<file path="src/rtl/cphy_tx_symbol_serializer_if.sv">
// Group handshake and line-symbol bundle between the symbol mapper, the serializer and the lane driver.
interface cphy_tx_symbol_serializer_if #(
  parameter int SYM_W   = 3,
  parameter int NUM_SYM = 7
);
  logic [NUM_SYM*SYM_W-1:0] group_in;
  logic                     group_valid;
  logic                     group_ready;
  logic [SYM_W-1:0]         sym_out;
  logic                     sym_valid;
  logic                     busy;

  modport slave (
    input  group_in, group_valid,
    output group_ready, sym_out, sym_valid, busy
  );

  modport master (
    output group_in, group_valid,
    input  group_ready, sym_out, sym_valid, busy
  );
endinterface

</file>
<file path="src/rtl/cphy_tx_symbol_serializer.sv">
// C-PHY transmit serializer: one 7-symbol group per handshake, sent a symbol per clock,
// with a sync word before the first group of a burst and a post-amble after the last.
module cphy_tx_symbol_serializer #(
  parameter int SYM_W    = 3,
  parameter int NUM_SYM  = 7,
  parameter int POST_LEN = 7
) (
  input  logic clk,
  input  logic rst,
  cphy_tx_symbol_serializer_if.slave bus
);
  localparam int GRP_W   = NUM_SYM * SYM_W;
  localparam int CNT_MAX = (NUM_SYM > POST_LEN) ? NUM_SYM : POST_LEN;
  localparam int CNT_W   = (CNT_MAX > 1) ? $clog2(CNT_MAX) : 1;
  localparam logic [CNT_W-1:0] SYM_LAST  = CNT_W'(NUM_SYM - 1);
  localparam logic [CNT_W-1:0] POST_LAST = CNT_W'(POST_LEN - 1);

  typedef enum logic [1:0] {IDLE, SYNC, DATA, POST} state_t;

  state_t             state_q, state_d;
  logic [CNT_W-1:0]   cnt_q, cnt_d;
  logic [GRP_W-1:0]   shift_q, shift_d;
  logic [GRP_W-1:0]   pend;
  logic               pend_full, pend_full_d, pend_clr;
  logic               accept;
  logic [SYM_W-1:0]   sym_d, sym_q;
  logic               valid_d, valid_q, busy_d, busy_q;

  assign bus.group_ready = !pend_full && !rst;
  assign accept          = bus.group_valid && bus.group_ready;

  assign bus.sym_out   = sym_q;
  assign bus.sym_valid = valid_q;
  assign bus.busy      = busy_q;

  always_comb begin
    state_d  = state_q;
    cnt_d    = cnt_q;
    shift_d  = shift_q;
    pend_clr = 1'b0;
    unique case (state_q)
      IDLE: begin
        if (pend_full) begin
          state_d = SYNC;
          cnt_d   = '0;
        end
      end
      SYNC: begin
        if (cnt_q == SYM_LAST) begin
          shift_d  = pend;
          pend_clr = 1'b1;
          state_d  = DATA;
          cnt_d    = '0;
        end else begin
          cnt_d = cnt_q + CNT_W'(1);
        end
      end
      DATA: begin
        // Only a group already sitting in pend may chain; one arriving on this edge waits for POST.
        if (cnt_q == SYM_LAST) begin
          cnt_d = '0;
          if (pend_full) begin
            shift_d  = pend;
            pend_clr = 1'b1;
          end else begin
            state_d = POST;
          end
        end else begin
          cnt_d   = cnt_q + CNT_W'(1);
          shift_d = shift_q >> SYM_W;
        end
      end
      POST: begin
        if (cnt_q == POST_LAST) begin
          state_d = IDLE;
          cnt_d   = '0;
        end else begin
          cnt_d = cnt_q + CNT_W'(1);
        end
      end
      default: begin
        state_d = IDLE;
        cnt_d   = '0;
      end
    endcase
  end

  // Line outputs are registered, so they are decoded from the state being entered.
  always_comb begin
    sym_d = '0;
    unique case (state_d)
      SYNC:    sym_d = (cnt_d == '0 || cnt_d == SYM_LAST) ? SYM_W'(3) : SYM_W'(4);
      DATA:    sym_d = shift_d[SYM_W-1:0];
      POST:    sym_d = SYM_W'(4);
      default: sym_d = '0;
    endcase
    valid_d     = (state_d != IDLE);
    pend_full_d = (pend_full && !pend_clr) || accept;
    busy_d      = (state_d != IDLE) || pend_full_d;
  end

  always_ff @(posedge clk) begin
    if (rst) begin
      state_q   <= IDLE;
      cnt_q     <= '0;
      shift_q   <= '0;
      pend_full <= 1'b0;
      sym_q     <= '0;
      valid_q   <= 1'b0;
      busy_q    <= 1'b0;
    end else begin
      state_q   <= state_d;
      cnt_q     <= cnt_d;
      shift_q   <= shift_d;
      pend_full <= pend_full_d;
      sym_q     <= sym_d;
      valid_q   <= valid_d;
      busy_q    <= busy_d;
    end
  end

  always_ff @(posedge clk) begin
    if (accept) begin
      pend <= bus.group_in;
    end
  end
endmodule

</file>
<file path="src/flat_wrapper.sv">
// flat-port wrapper written by rule: the top's interface ports become plain ports
module cphy_tx_symbol_serializer_flat 
#(
  parameter int SYM_W    = 3,
  parameter int NUM_SYM  = 7,
  parameter int POST_LEN = 7
)
  (clk, rst, bus_group_in, bus_group_valid, bus_group_ready, bus_sym_out, bus_sym_valid, bus_busy);
  cphy_tx_symbol_serializer_if #(.SYM_W(SYM_W), .NUM_SYM(NUM_SYM)) bus_i ();
  input  logic clk;
  input  logic rst;
  input wire logic [$bits(bus_i.group_in)-1:0] bus_group_in;
  input wire logic [$bits(bus_i.group_valid)-1:0] bus_group_valid;
  output wire logic [$bits(bus_i.group_ready)-1:0] bus_group_ready;
  output wire logic [$bits(bus_i.sym_out)-1:0] bus_sym_out;
  output wire logic [$bits(bus_i.sym_valid)-1:0] bus_sym_valid;
  output wire logic [$bits(bus_i.busy)-1:0] bus_busy;
  assign bus_i.group_in = bus_group_in;
  assign bus_i.group_valid = bus_group_valid;
  assign bus_group_ready = bus_i.group_ready;
  assign bus_sym_out = bus_i.sym_out;
  assign bus_sym_valid = bus_i.sym_valid;
  assign bus_busy = bus_i.busy;
  cphy_tx_symbol_serializer #(.SYM_W(SYM_W), .NUM_SYM(NUM_SYM), .POST_LEN(POST_LEN)) u_core (.clk(clk), .rst(rst), .bus(bus_i));
endmodule
</file>
<file path="config.mk">
export PLATFORM = sky130hd
export DESIGN_NAME = cphy_tx_symbol_serializer_flat
export DESIGN_NICKNAME = d
export VERILOG_FILES = /design/src/rtl/cphy_tx_symbol_serializer_if.sv /design/src/rtl/cphy_tx_symbol_serializer.sv /design/src/flat_wrapper.sv
export SDC_FILE = /design/constraint.sdc
export NUM_CORES = 1
export LEC_CHECK = 0
export CAP_MARGIN = 5
export CORE_UTILIZATION = 49
export DETAILED_ROUTE_END_ITERATION = 16
export PLACE_DENSITY = 0.84
export SYNTH_ARGS = -nofsm -noshare
export SYNTH_HDL_FRONTEND = slang
export SYNTH_SLANG_ARGS = --single-unit
</file>
<file path="constraint.sdc">
create_clock -name clk -period 1.67 [get_ports clk]
set_input_delay 0.167 -clock clk [delete_from_list [all_inputs] [get_ports clk]]
set_output_delay 0.167 -clock clk [all_outputs]
set_load 0.005 [all_outputs]
</file>
==> results of run 1 <==
[layer usage]
layer  wire, um  track usage (%)
met3        262            4.473
met5          0                0
met4        140            8.667
met2       2806            34.51
met1       2097            23.76
[cell families after synthesis]
logic type                 synth area share (%)
buffers and inverters                     5.934
DFF                                       55.82
AOI/OAI and AO/OA                         18.46
adders and majority gates                 2.198
and+or+nand+nor                           17.58
[timing repair]
action | in CTS | in global routing
pin swaps | 2 | 12
setup buffers | 2 | 2
gates resized for setup | 23 | 26
endpoints found under the setup margin | 24 | 23
cloned | 0 | 2
[state kept, by name, summed over array words and instances, names as in the netlist]
register and cells:
u_core.bus.busy 1, u_core.shift_q 21, u_core.bus.sym_valid 1, u_core.pend 21
u_core.cnt_q 3, u_core.pend_full 1, u_core.state_q 2, u_core.bus.sym_out 3
[cell usage in the layout (no fill, tap or decap), types with 2 or more instances in the layout]
| master | instances |
|---|---|
| sky130_fd_sc_hd__clkdlybuf4s50_1 | 28 |
| sky130_fd_sc_hd__nand4_1 | 4 |
| sky130_fd_sc_hd__buf_12 | 3 |
| sky130_fd_sc_hd__a221oi_4 | 2 |
| sky130_fd_sc_hd__buf_6 | 7 |
| sky130_fd_sc_hd__nor2b_1 | 5 |
| sky130_fd_sc_hd__clkbuf_8 | 5 |
| sky130_fd_sc_hd__inv_6 | 2 |
| sky130_fd_sc_hd__ha_4 | 2 |
| sky130_fd_sc_hd__dfxtp_1 | 27 |
| sky130_fd_sc_hd__nor2_2 | 3 |
| sky130_fd_sc_hd__nor3_2 | 2 |
| sky130_fd_sc_hd__o21ai_0 | 5 |
| sky130_fd_sc_hd__a221oi_2 | 13 |
| sky130_fd_sc_hd__nand3_1 | 2 |
| sky130_fd_sc_hd__o211ai_1 | 3 |
| sky130_fd_sc_hd__edfxtp_1 | 21 |
| sky130_fd_sc_hd__buf_4 | 18 |
| sky130_fd_sc_hd__a21oi_1 | 11 |
| sky130_fd_sc_hd__o21a_1 | 2 |
| sky130_fd_sc_hd__dfxtp_2 | 2 |
| sky130_fd_sc_hd__nand2_1 | 4 |
| sky130_fd_sc_hd__nand4b_1 | 2 |
| sky130_fd_sc_hd__a22o_1 | 2 |
| sky130_fd_sc_hd__inv_4 | 2 |
| sky130_fd_sc_hd__dfxtp_4 | 3 |
| sky130_fd_sc_hd__nor3_1 | 16 |
| sky130_fd_sc_hd__a21o_1 | 2 |
| sky130_fd_sc_hd__a211oi_1 | 2 |
| sky130_fd_sc_hd__nand3b_1 | 2 |
| sky130_fd_sc_hd__nor2_1 | 25 |
| sky130_fd_sc_hd__and2_1 | 2 |
[path summary, 6_finish.rpt]
kind | end | slack, ns | cells after the start
max | u_core.shift_q[15]$_SDFFE_PP0P_ | -0.13 | 9
min | u_core.pend[4]$_DFFE_PP_ | 0.40 | 1
max reg2reg | u_core.shift_q[15]$_SDFFE_PP0P_ | -0.13 | 9
min reg2reg | u_core.shift_q[20]$_SDFFE_PP0P_ | 0.49 | 2
[final cells by class]
class	count	area, um2	share of cell area, %
Sequential cell	53	1285	42.04
Inverter	4	20.02	0.6549
Multi-Input combinational cell	130	1012	33.12
Clock buffer	6	93.84	3.070
Timing Repair Buffer	57	563.0	18.42
Tap cell	52	65.06	2.129
Clock inverter	2	17.52	0.5731
[critical path, cell delays in order, from the launching register on]
cell and delay [ns]:
sky130_fd_sc_hd__dfxtp_4 0.39, sky130_fd_sc_hd__inv_4 0.05, sky130_fd_sc_hd__ha_4 0.27, sky130_fd_sc_hd__inv_2 0.03
sky130_fd_sc_hd__a21o_1 0.19, sky130_fd_sc_hd__buf_6 0.13, sky130_fd_sc_hd__a21oi_4 0.17, sky130_fd_sc_hd__buf_6 0.16
sky130_fd_sc_hd__nor2_1 0.06, sky130_fd_sc_hd__nor3_1 0.26
[power by group]
group / internal [mW] / switching (mW) / total [mW]
clock network: 0.398 / 0.447 / 0.845
logic: 0.233 / 0.194 / 0.427
registers: 1.42 / 0.0539 / 1.47
==> qor.log, run 1 <==
INFO  clock_network  worstSkewPairLatency=0.31ns
INFO  timing         post_route_worst_hold_slack=0.4013ns
INFO  setup_path     critical_path.max_fanout=6
INFO  logic_synthesis avgSynthCellArea=11.11um2
INFO  setup_path     startpoint=u_core.state_q[1]$_SDFF_PP0_
INFO  timing         final-setup-viol-count=16
INFO  floorplan      fp.coreArea=4414um2
INFO  setup_path     worstReg2RegStart=u_core.state_q[1]$_SDFF_PP0_
INFO  timing         min_period=1.798ns
INFO  drt            remaining_drc_errors=0
INFO  drt            drtAntennaViolNets=0
INFO  logic_synthesis netlist_instances=205
INFO  floorplan      floorplan.initialDensity=51.59%
INFO  placement      port-buffer-count=29
INFO  worst_hold_path worst_hold_startpoint=bus_group_in[4]
INFO  logic_synthesis netlist.top_cell.by_area=sky130_fd_sc_hd__dfxtp_1
INFO  clock_network  cts-hold-fix-buffers=0
INFO  global_routing grt_antenna_before_repair=0
INFO  placement      dp_worst_setup_slack=-0.05888ns
INFO  logic_synthesis netlist_top_cells_count=32 x sky130_fd_sc_hd__dfxtp_1, 28 x sky130_fd_sc_hd__nor2_1, 21 x sky130_fd_sc_hd__edfxtp_1
INFO  outcome        failed_checks=negative setup slack
INFO  final_layout   number_of_nets_at_the_end_of_the_flow=279
INFO  worst_hold_path timing.hold.worst.class=in2reg
INFO  drt            wire_per_inst=17.46um
INFO  final_layout   drive_gt1_share=31.35%
INFO  timing         final-hold-violation-count=0
INFO  final_layout   fillers=278
INFO  placement      gp_congestion=0.8227
INFO  logic_synthesis most_area_consuming_cells_after_synthesis=sky130_fd_sc_hd__dfxtp_1 28%, sky130_fd_sc_hd__edfxtp_1 28%, sky130_fd_sc_hd__a221oi_2 4.6%, sky130_fd_sc_hd__nor2_1 4.6%, sky130_fd_sc_hd__nor3_1 4.0%
INFO  floorplan      floorplan.die_area=4924um2
INFO  timing         fin_worst_skew=0.007982ns
INFO  drt            postRouteWirelength=5.307mm
INFO  timing         finalSetupTns=-0.8047ns
INFO  clock_network  clockBufferDepth=2
INFO  setup_path     endpoint_kind=flip-flop
INFO  drt            drtIter0Drc=102
INFO  logic_synthesis synth_edf_count=21
INFO  placement      post-dp-hpwl=3.092mm
INFO  pwr            power.density=896.9nW/um2
INFO  pwr            largest_voltage_drop_on_the_vdd_net=0.0006504V
INFO  floorplan      core.rowCount=24
INFO  logic_synthesis netlist.area_leader.share=28.13%
INFO  final_layout   postLayoutCoreUtil=69.25%
INFO  timing         achievable-frequency=556.3MHz
INFO  timing         worst_slew_pin_slew=0.3620ns
INFO  logic_synthesis synth_sequential_area_ratio=55.82%
INFO  logic_synthesis synthMostInstantiatedCell=sky130_fd_sc_hd__dfxtp_1
INFO  clock_network  clock-root-buffer=sky130_fd_sc_hd__clkbuf_8
INFO  final_layout   finalNonFillerCells=304
INFO  logic_synthesis synthesis.nets=233
INFO  global_routing vias_in_the_first_global_route=1657
INFO  drt            avgViaCountPerCell=6.007
INFO  setup_path     setup.worst_path.start_class=flip-flop
INFO  logic_synthesis ys_ff_latch=53
INFO  drt            dr_total_vias=1826
INFO  logic_synthesis yosysWarningCount=0
INFO  global_routing all_layer_global_routing_usage=19.98%
INFO  pwr            leakage=1.162nW
INFO  final_layout   antennaDiodeCount=0
INFO  drt            drt_first_pass_iters=4
INFO  placement      placed_standard_cell_area=2705um2
INFO  outcome        run_status=finished with violations
INFO  timing         rsz0062_at_grt=true
INFO  logic_synthesis asyncSetResetFlopFracSynth=0%
INFO  logic_synthesis synth.distinct_cells=41
INFO  run            cap_violations=0
INFO  final_layout   postLayoutCellArea=3057um2
INFO  floorplan      number_of_top_level_pins=30
INFO  global_routing globalRoute.totalOverflow=0
INFO  global_routing grt_pass1_wl=7.645mm
INFO  setup_path     critPathArrivalTime=2.02ns
INFO  global_routing grt_max_degree=33
INFO  clock_network  sink_count=53
INFO  timing         max_slew_margin=75.86%
INFO  pwr            totalPowerFinal=2.742mW
INFO  timing         final_critical_path_setup_slack=-0.1277ns
INFO  setup_path     crit_required=1.89ns
INFO  clock_network  cts-htree-levels=2
INFO  floorplan      fp.dieH=70.17um
INFO  setup_path     critical_path_class=reg2reg
INFO  timing         timing.final.crit_share=107.6%
INFO  clock_network  cts_inserted_buffers=5
INFO  placement      placedCellCount=290
INFO  timing         timing_max_transition_violations_final=0
INFO  clock_network  cts.clk_slew.worst_paths=0.10ns
INFO  clock_network  cts_tree=done
INFO  logic_synthesis synth_flop_cell=sky130_fd_sc_hd__dfxtp_1
INFO  final_layout   flow.area_growth_from_synthesis=34.23%
INFO  floorplan      die_width=70.17um
INFO  logic_synthesis synth.cell_area=2277um2
Power figures use the tool's default switching activity.
==> inputs of run 2 (changes only) <==
--- a/config.mk
+++ b/config.mk
@@ -9,6 +9,7 @@
 export CORE_UTILIZATION = 49
 export DETAILED_ROUTE_END_ITERATION = 16
 export PLACE_DENSITY = 0.84
+export RECOVER_POWER = 100
 export SYNTH_ARGS = -nofsm -noshare
 export SYNTH_HDL_FRONTEND = slang
 export SYNTH_SLANG_ARGS = --single-unit
==> run 2 against run 1 <==
The flow still finishes with violations (negative setup slack); clock power about the same; largest cell class unchanged; routed wire length decreased by 0.11%; maximum frequency is 0.11% lower; via count is 0.11% lower; sequential power barely moved; global-route usage is the same; die area did not move; clock skew hardly changed; count of clock-buffer cells in the layout stayed put; total power decreased by 0.79%.
==> qor.log, run 2 (synthesis results as in run 1) <==
INFO  outcome        run_status=finished with violations
INFO  outcome        failed_checks=negative setup slack
INFO  floorplan      number_of_top_level_pins=30 [unchanged]
INFO  drt            dr_total_vias=1824 [-0.11%]
INFO  final_layout   mostFrequentLayoutCell=sky130_fd_sc_hd__dfxtp_1
INFO  final_layout   drive_gt1_share=30.95% [-0.40 points]
INFO  drt            remaining_drc_errors=0 [unchanged]
INFO  final_layout   number_of_nets_at_the_end_of_the_flow=279 [unchanged]
INFO  timing         rsz0062_at_grt=true
INFO  setup_path     endpoint_kind=flip-flop
INFO  setup_path     setup.worst_path.start_class=flip-flop
INFO  run            cap_violations=0 [unchanged]
INFO  global_routing vias_in_the_first_global_route=1657 [unchanged]
INFO  final_layout   flow.area_growth_from_synthesis=33.19%
INFO  setup_path     most_repeated_library_cell_on_the_critical_path=sky130_fd_sc_hd__buf_6
INFO  worst_hold_path worst_hold_startpoint=bus_group_in[4]
INFO  global_routing grt_pass1_wl=7.645mm [unchanged]
INFO  floorplan      die_width=70.17um [unchanged]
INFO  worst_hold_path timing.hold.worst.class=in2reg
INFO  clock_network  worstSkewPairLatency=0.31ns [about the same]
INFO  timing         timing_max_transition_violations_final=0 [unchanged]
INFO  drt            avgViaCountPerCell=6.000 [-0.11%]
INFO  final_layout   most_frequent_cells_in_the_layout=27 x sky130_fd_sc_hd__dfxtp_1, 26 x sky130_fd_sc_hd__dlygate4sd3_1, 25 x sky130_fd_sc_hd__nor2_1
INFO  setup_path     critical_path.reg2reg.endpoint=u_core.shift_q[15]$_SDFFE_PP0P_
INFO  drt            postRouteWirelength=5.301mm [-0.11%]
INFO  setup_path     crit_required=1.89ns [about the same]
INFO  timing         max_slew_margin=69.05% [-6.8 points]
INFO  setup_path     critPathArrivalTime=2.02ns [about the same]
INFO  global_routing grt_antenna_before_repair=0 [unchanged]
INFO  clock_network  sink_count=53 [unchanged]
INFO  placement      post-dp-hpwl=3.092mm [unchanged]
INFO  clock_network  clockBufferDepth=2 [unchanged]
INFO  final_layout   antennaDiodeCount=0 [unchanged]
INFO  timing         final-hold-violation-count=0 [unchanged]
INFO  timing         min_period=1.800ns [+0.001925 ns]
INFO  setup_path     critical_path_class=reg2reg
INFO  drt            drtIter0Drc=91 [-11%]
INFO  clock_network  cts_inserted_buffers=5 [unchanged]
INFO  global_routing all_layer_global_routing_usage=19.98% [unchanged]
INFO  timing         worst_slew_pin_slew=0.4642ns [+0.1022 ns]
INFO  setup_path     reg2reg_slack=-0.13ns [about the same]
INFO  clock_network  cts-hold-fix-buffers=0 [unchanged]
INFO  pwr            totalPowerFinal=2.720mW [-0.79%]
INFO  timing         achievable-frequency=555.7MHz [-0.11%]
INFO  clock_network  cts-htree-levels=2 [unchanged]
INFO  timing         timing.final.crit_share=107.8% [+0.12 points]
INFO  setup_path     timing.critical_path.cells=inv_4 > ha_4 > inv_2 > a21o_1 > buf_6 > a21oi_4 > buf_6 > nor2_1 > nor3_1
INFO  global_routing grt_max_degree=33 [unchanged]
INFO  timing         final_critical_path_setup_slack=-0.1296ns [-0.001925 ns]
INFO  setup_path     worstReg2RegStart=u_core.state_q[1]$_SDFF_PP0_
INFO  pwr            largest_voltage_drop_on_the_vdd_net=0.0006471V [-0.51%]
INFO  clock_network  clock-root-buffer=sky130_fd_sc_hd__clkbuf_8
INFO  drt            drt_first_pass_iters=4 [unchanged]
INFO  global_routing globalRoute.totalOverflow=0 [unchanged]
INFO  clock_network  cts.clk_slew.worst_paths=0.10ns [about the same]
INFO  setup_path     critical_path.max_fanout=6 [unchanged]
INFO  drt            wire_per_inst=17.44um [-0.11%]
INFO  setup_path     r2r_cells=9 [unchanged]
INFO  setup_path     slowest_cell_on_the_critical_path=sky130_fd_sc_hd__dfxtp_4
INFO  drt            drtAntennaViolNets=0 [unchanged]
INFO  floorplan      fp.coreArea=4414um2 [unchanged]
INFO  worst_hold_path worst_hold_path.endpoint=u_core.pend[4]$_DFFE_PP_
INFO  placement      placed_standard_cell_area=2705um2 [unchanged]
INFO  floorplan      core.rowCount=24 [unchanged]
INFO  final_layout   fillers=281 [+1.1%]
INFO  final_layout   layout_top_registers=u_core.pend: 21 flops, u_core.shift_q: 21 flops
INFO  floorplan      floorplan.initialDensity=51.59% [unchanged]
INFO  pwr            leakage=1.170nW [+0.74%]
INFO  setup_path     cp_slowest_stage_delay=0.39ns [about the same]
INFO  worst_hold_path timing.hold.worst_path_depth=1 [unchanged]
INFO  final_layout   postLayoutCellArea=3033um2 [-0.78%]
INFO  clock_network  cts_tree=done
INFO  floorplan      floorplan.die_area=4924um2 [unchanged]
INFO  setup_path     startpoint=u_core.state_q[1]$_SDFF_PP0_
INFO  timing         final-setup-viol-count=17 [+1]
INFO  pwr            power.density=896.8nW/um2 [about the same]
INFO  timing         fin_worst_skew=0.007877ns [-0.0001052 ns]
INFO  placement      gp_congestion=0.8227 [unchanged]
INFO  placement      port-buffer-count=29 [unchanged]
INFO  floorplan      fp.dieH=70.17um [unchanged]
run 2: cell type report:
class                           count  area, um2  share of cell area [%]
Timing Repair Buffer               57      541.8                   17.86
Inverter                            4      20.02                  0.6601
Multi-Input combinational cell    130       1012                   33.37
Tap cell                           52      65.06                   2.145
Clock inverter                      2      17.52                  0.5776
Sequential cell                    53       1282                   42.29
Clock buffer                        6      93.84                   3.094
run 2: timing repair:
item | CTS | global route
buffers inserted | 2 | 2
cloned | 0 | 2
resized for setup | 23 | 26
pin swaps | 2 | 12
setup endpoints to repair | 24 | 23
run 2: per-stage QoR:
step                      worst slack, ns   TNS (ns)  instances  hold WS [ns]  util, %
after floorplan                 0.0003060          0        205        0.2659        -
after global placement          -0.001463  -0.001463        290        0.4407    61.28
after detailed placement         -0.05888    -0.4257        290        0.4551    61.28
after CTS                        0.004200          0        300        0.3922    66.47
after global routing              -0.1654     -1.545        304        0.4601    68.71
final                             -0.1296    -0.7916        304        0.4717    68.71
run 2: how the worst max path moves through the flow:
stage                     slack, ns  cells after the start                              end
after floorplan              0.0003                      9   u_core.shift_q[4]$_SDFFE_PP0P_
after global placement       -0.001                      7       u_core.bus.busy$_SDFF_PP0_
after detailed placement      -0.06                      8  u_core.shift_q[12]$_SDFFE_PP0P_
after CTS                     0.004                      7       u_core.bus.busy$_SDFF_PP0_
after global routing          -0.17                      9  u_core.shift_q[15]$_SDFFE_PP0P_
final                         -0.13                      9  u_core.shift_q[15]$_SDFFE_PP0P_
run 2: where the power goes:
group | internal, mW | switching, mW
Clock | 0.398 | 0.447
Sequential | 1.42 | 0.0530
Combinational | 0.213 | 0.193
run 2: critical path: cells and delay by family, from the launching register on:
family	cells	cell delay, ns
AO/OA/AOI/OAI	2	0.35
adder cells (fa/ha/maj)	1	0.27
buffers and inverters	4	0.37
flip-flops	1	0.39
AND/OR/NAND/NOR	2	0.32
run 2: routing by layer:
| metal | up-vias | global-route usage, % | part of all wire, % |
|---|---|---|---|
| li1 | 854 | - | - |
| met1 | 884 | 23.76 | 40 |
| met2 | 66 | 34.51 | 53 |
| met3 | 20 | 4.473 | 4.2 |
| met4 | 0 | 8.667 | 2.9 |
| met5 | - | 0 | 0 |
==> inputs of run 3 (changes only) <==
--- a/config.mk
+++ b/config.mk
@@ -8,6 +8,7 @@
 export CAP_MARGIN = 5
 export CORE_UTILIZATION = 49
 export DETAILED_ROUTE_END_ITERATION = 16
+export GPL_TIMING_DRIVEN = 0
 export PLACE_DENSITY = 0.84
 export RECOVER_POWER = 100
 export SYNTH_ARGS = -nofsm -noshare
==> run 3 against run 2 <==
The flow still finishes with violations (negative setup slack); via count up 3.3%; core utilization up 4.4 points; worst setup slack worse by 0.0041 ns; die area unchanged; critical path type unchanged; global-route usage up 4.0 points; total power up 2.7%; count of clock-buffer cells in the layout down 1; final cell count up 4.6%; critical endpoint is now u_core.shift_q[19]$_SDFFE_PP0P_.
==> qor.log, run 3 (synthesis results as in run 1) <==
INFO  clock_network  clockBufferDepth=2 [unchanged]
INFO  global_routing gr-usage-met2=40.92% [+6.4 points]
INFO  final_layout   finalNonFillerCells=318 [+4.6%]
INFO  timing         achievable-frequency=554.4MHz [-0.23%]
INFO  drt            remaining_drc_errors=0 [unchanged]
INFO  pwr            power.sequential.fraction=52.4% [-1.6 points]
INFO  pwr            intPower=2.102mW [+3.7%]
INFO  drt            avgViaCountPerCell=5.925 [-1.3%]
INFO  setup_path     reg2reg_slack=-0.13ns [about the same]
INFO  setup_path     r2r_cells=9 [unchanged]
INFO  clock_network  sink_count=53 [unchanged]
INFO  drt            drtIter0Drc=113 [+24%]
INFO  final_layout   postLayoutCellArea=3227um2 [+6.4%]
INFO  drt            drt_first_pass_iters=4 [unchanged]
INFO  outcome        failed_checks=negative setup slack
INFO  timing         min_period=1.804ns [+0.004113 ns]
INFO  clock_network  cts_tree=done
INFO  floorplan      die_width=70.17um [unchanged]
INFO  floorplan      floorplan.initialDensity=51.59% [unchanged]
INFO  drt            drtAntennaViolNets=0 [unchanged]
INFO  pwr            largest_voltage_drop_on_the_vdd_net=0.0005486V [-15%]
INFO  timing         final_critical_path_setup_slack=-0.1337ns [-0.004113 ns]
INFO  global_routing globalRoute.totalOverflow=0 [unchanged]
INFO  placement      gp_congestion=0.8728 [+6.1%]
INFO  final_layout   flow.area_growth_from_synthesis=41.70%
INFO  pwr            clockPowerShare=30.8% [-0.3 points]
INFO  setup_path     endpoint_kind=flip-flop
INFO  drt            dr_total_vias=1884 [+3.3%]
INFO  global_routing grt_pass1_wl=8.894mm [+16%]
INFO  clock_network  cts-hold-fix-buffers=0 [unchanged]
INFO  run            cap_violations=0 [unchanged]
INFO  global_routing layer_with_the_highest_usage=met2
INFO  worst_hold_path timing.hold.worst.class=in2reg
INFO  worst_hold_path worst_hold_startpoint=rst
INFO  pwr            leakage=1.248nW [+6.7%]
INFO  timing         timing_max_transition_violations_final=0 [unchanged]
INFO  worst_hold_path timing.hold.worst_path_depth=2 [+1]
INFO  pwr            relative_contribution_of_combinational_cells_to_total_power=16.7% [+1.8 points]
INFO  timing         worst_slew_pin_slew=0.5992ns [+0.1350 ns]
INFO  setup_path     cp_top_family=compound AO/OA/AOI/OAI gates
INFO  timing         timing.final.crit_share=108.0% [+0.25 points]
INFO  setup_path     crit_buf_inv=4 [unchanged]
INFO  drt            postRouteWirelength=5.938mm [+12%]
INFO  clock_network  worstSkewPairLatency=0.32ns [about the same]
INFO  setup_path     worstReg2RegStart=u_core.state_q[0]$_SDFF_PP0_
INFO  final_layout   layout_top_registers=u_core.pend: 21 flops, u_core.shift_q: 21 flops
INFO  final_layout   postLayoutCoreUtil=73.10% [+4.4 points]
INFO  final_layout   mostFrequentLayoutCell=sky130_fd_sc_hd__dfxtp_1
INFO  timing         post_route_worst_hold_slack=0.1730ns [-0.2987 ns]
INFO  setup_path     critical_path.reg2reg.endpoint=u_core.shift_q[19]$_SDFFE_PP0P_
INFO  global_routing grt_antenna_before_repair=0 [unchanged]
INFO  pwr            switchingPower=0.6909mW [-0.29%]
INFO  global_routing all_layer_global_routing_usage=23.96% [+4.0 points]
INFO  final_layout   antennaDiodeCount=0 [unchanged]
INFO  placement      port-buffer-count=28 [-3.4%]
INFO  timing         fin_worst_skew=0.01077ns [+0.002893 ns]
INFO  clock_network  cts.clk_slew.worst_paths=0.10ns [about the same]
INFO  pwr            power.density=865.6nW/um2 [-3.5%]
INFO  placement      post-dp-hpwl=3.124mm [+1.0%]
INFO  floorplan      number_of_top_level_pins=30 [unchanged]
INFO  clock_network  cts_inserted_buffers=5 [unchanged]
INFO  timing         final-hold-violation-count=0 [unchanged]
INFO  placement      placed_standard_cell_area=2631um2 [-2.7%]
INFO  setup_path     slowest_cell_on_the_critical_path=sky130_fd_sc_hd__dfxtp_4
INFO  setup_path     setup.worst_path.start_class=flip-flop
INFO  global_routing grt_max_degree=22 [-33%]
INFO  setup_path     timing.critical_path.cells=inv_4 > ha_4 > inv_4 > a21o_1 > buf_4 > a21oi_4 > buf_6 > nand4_1 > a21oi_1
INFO  worst_hold_path worst_hold_path.endpoint=u_core.shift_q[0]$_SDFF_PP0_
INFO  setup_path     most_repeated_library_cell_on_the_critical_path=sky130_fd_sc_hd__inv_4
INFO  drt            wire_per_inst=18.67um [+7.1%]
INFO  setup_path     cp_slowest_stage_delay=0.38ns [about the same]
INFO  timing         max_slew_margin=60.05% [-9.0 points]
INFO  clock_network  clock-root-buffer=sky130_fd_sc_hd__clkbuf_8
INFO  setup_path     critical_path.max_fanout=6 [unchanged]
INFO  timing         final-setup-viol-count=22 [+5]
INFO  outcome        run_status=finished with violations
INFO  final_layout   drive_gt1_share=32.33% [+1.4 points]
INFO  setup_path     crit_required=1.91ns [+0.02 ns]
INFO  global_routing vias_in_the_first_global_route=1897 [+14%]
INFO  clock_network  cts-htree-levels=2 [unchanged]
INFO  setup_path     critical_path_class=reg2reg
INFO  pwr            p_sw_share=24.73% [-0.74 points]
INFO  global_routing grt.met1_usage=26.27% [+2.5 points]
INFO  setup_path     critPathArrivalTime=2.04ns [+0.02 ns]
INFO  placement      placedCellCount=285 [-1.7%]
INFO  floorplan      floorplan.die_area=4924um2 [unchanged]
INFO  floorplan      fp.dieH=70.17um [unchanged]
INFO  global_routing met3_usage_in_global_routing=5.916% [+1.4 points]
INFO  final_layout   most_frequent_cells_in_the_layout=30 x sky130_fd_sc_hd__dfxtp_1, 27 x sky130_fd_sc_hd__nor2_1, 21 x sky130_fd_sc_hd__buf_4, 21 x sky130_fd_sc_hd__dlygate4sd3_1, 21 x sky130_fd_sc_hd__edfxtp_1
INFO  timing         rsz0062_at_grt=true
INFO  floorplan      fp.coreArea=4414um2 [unchanged]
INFO  final_layout   number_of_nets_at_the_end_of_the_flow=293 [+5.0%]
INFO  floorplan      core.rowCount=24 [unchanged]
-- run 3: cell types whose count changed in the layout (fill, tap and decap cells not counted), moves of 4 or more --
cell                              before  now
sky130_fd_sc_hd__clkdlybuf4s50_1       2    6
sky130_fd_sc_hd__dlygate4sd3_1        26   21
sky130_fd_sc_hd__a221oi_2             13    9
sky130_fd_sc_hd__buf_4                16   21
sky130_fd_sc_hd__buf_6                 7   11
-- run 3: how the worst max path moves through the flow --
stage | slack, ns | from | end | cells after the start
3_3_place_gp | -0.23 | u_core.state_q[0]$_SDFF_PP0_ | u_core.bus.sym_out[2]$_SDFF_PP0_ | 8
5_1_grt | -0.22 | u_core.cnt_q[0]$_SDFF_PP0_ | u_core.shift_q[12]$_SDFFE_PP0P_ | 8
2_1_floorplan | 0.0003 | u_core.state_q[0]$_SDFF_PP0_ | u_core.shift_q[4]$_SDFFE_PP0P_ | 9
4_1_cts | -0.07 | u_core.state_q[0]$_SDFF_PP0_ | u_core.shift_q[7]$_SDFFE_PP0P_ | 9
6_report | -0.13 | u_core.state_q[0]$_SDFF_PP0_ | u_core.shift_q[19]$_SDFFE_PP0P_ | 9
3_5_place_dp | -0.26 | u_core.state_q[0]$_SDFF_PP0_ | u_core.bus.sym_out[2]$_SDFF_PP0_ | 8
-- run 3: what timing repair did --
| item | CTS | global route |
|---|---|---|
| setup buffers | 18 | 4 |
| gates resized for setup | 49 | 17 |
| setup endpoints to repair | 46 | 29 |
| cloned | 4 | 0 |
| pin swaps | 15 | 19 |
-- run 3: worst reg2reg max path, stage by stage (launching register included) --
cell                      delay [ns]
sky130_fd_sc_hd__dfxtp_4        0.38
sky130_fd_sc_hd__inv_4          0.05
sky130_fd_sc_hd__ha_4           0.27
sky130_fd_sc_hd__inv_4          0.03
sky130_fd_sc_hd__a21o_1         0.18
sky130_fd_sc_hd__buf_4          0.15
sky130_fd_sc_hd__a21oi_4        0.24
sky130_fd_sc_hd__buf_6          0.16
sky130_fd_sc_hd__nand4_1        0.11
sky130_fd_sc_hd__a21oi_1        0.15
-- run 3: power groups by stage --
stage	combinational (mW)	clock (mW)	sequential, mW
finish	0.468	0.862	1.46
global route	0.500	0.936	1.47
CTS	0.425	0.866	1.46
detailed placement	0.329	0	1.48
global placement	0.319	0	1.48
floorplan	0.209	0	1.47
-- run 3: layout make-up --
class / instances / area, um2
inverter: 4 / 22.52
fill: 293 / 1187
tap: 52 / 65.06
clock buffer: 5 / 68.82
multi-input combinational: 130 / 1076
sequential: 53 / 1279
timing repair buffer: 54 / 519.2
clock inverter: 3 / 41.29
buffer: 17 / 155.1
-- run 3: metal layers --
layer	vias up	share of wire, %
met3	29	4.4
met1	899	38
met4	0	5.7
met2	79	52
met5	-	0
li1	877	-
-- run 3: metrics by stage --
step                worst slack [ns]  setup TNS [ns]  power [mW]
finish                       -0.1337          -1.849       2.793
global route                 -0.2158          -3.390       2.906
CTS                         -0.06667         -0.7431       2.746
detailed placement           -0.2561          -5.858       1.813
global placement             -0.2303          -3.480       1.799
floorplan                  0.0003060               0       1.684
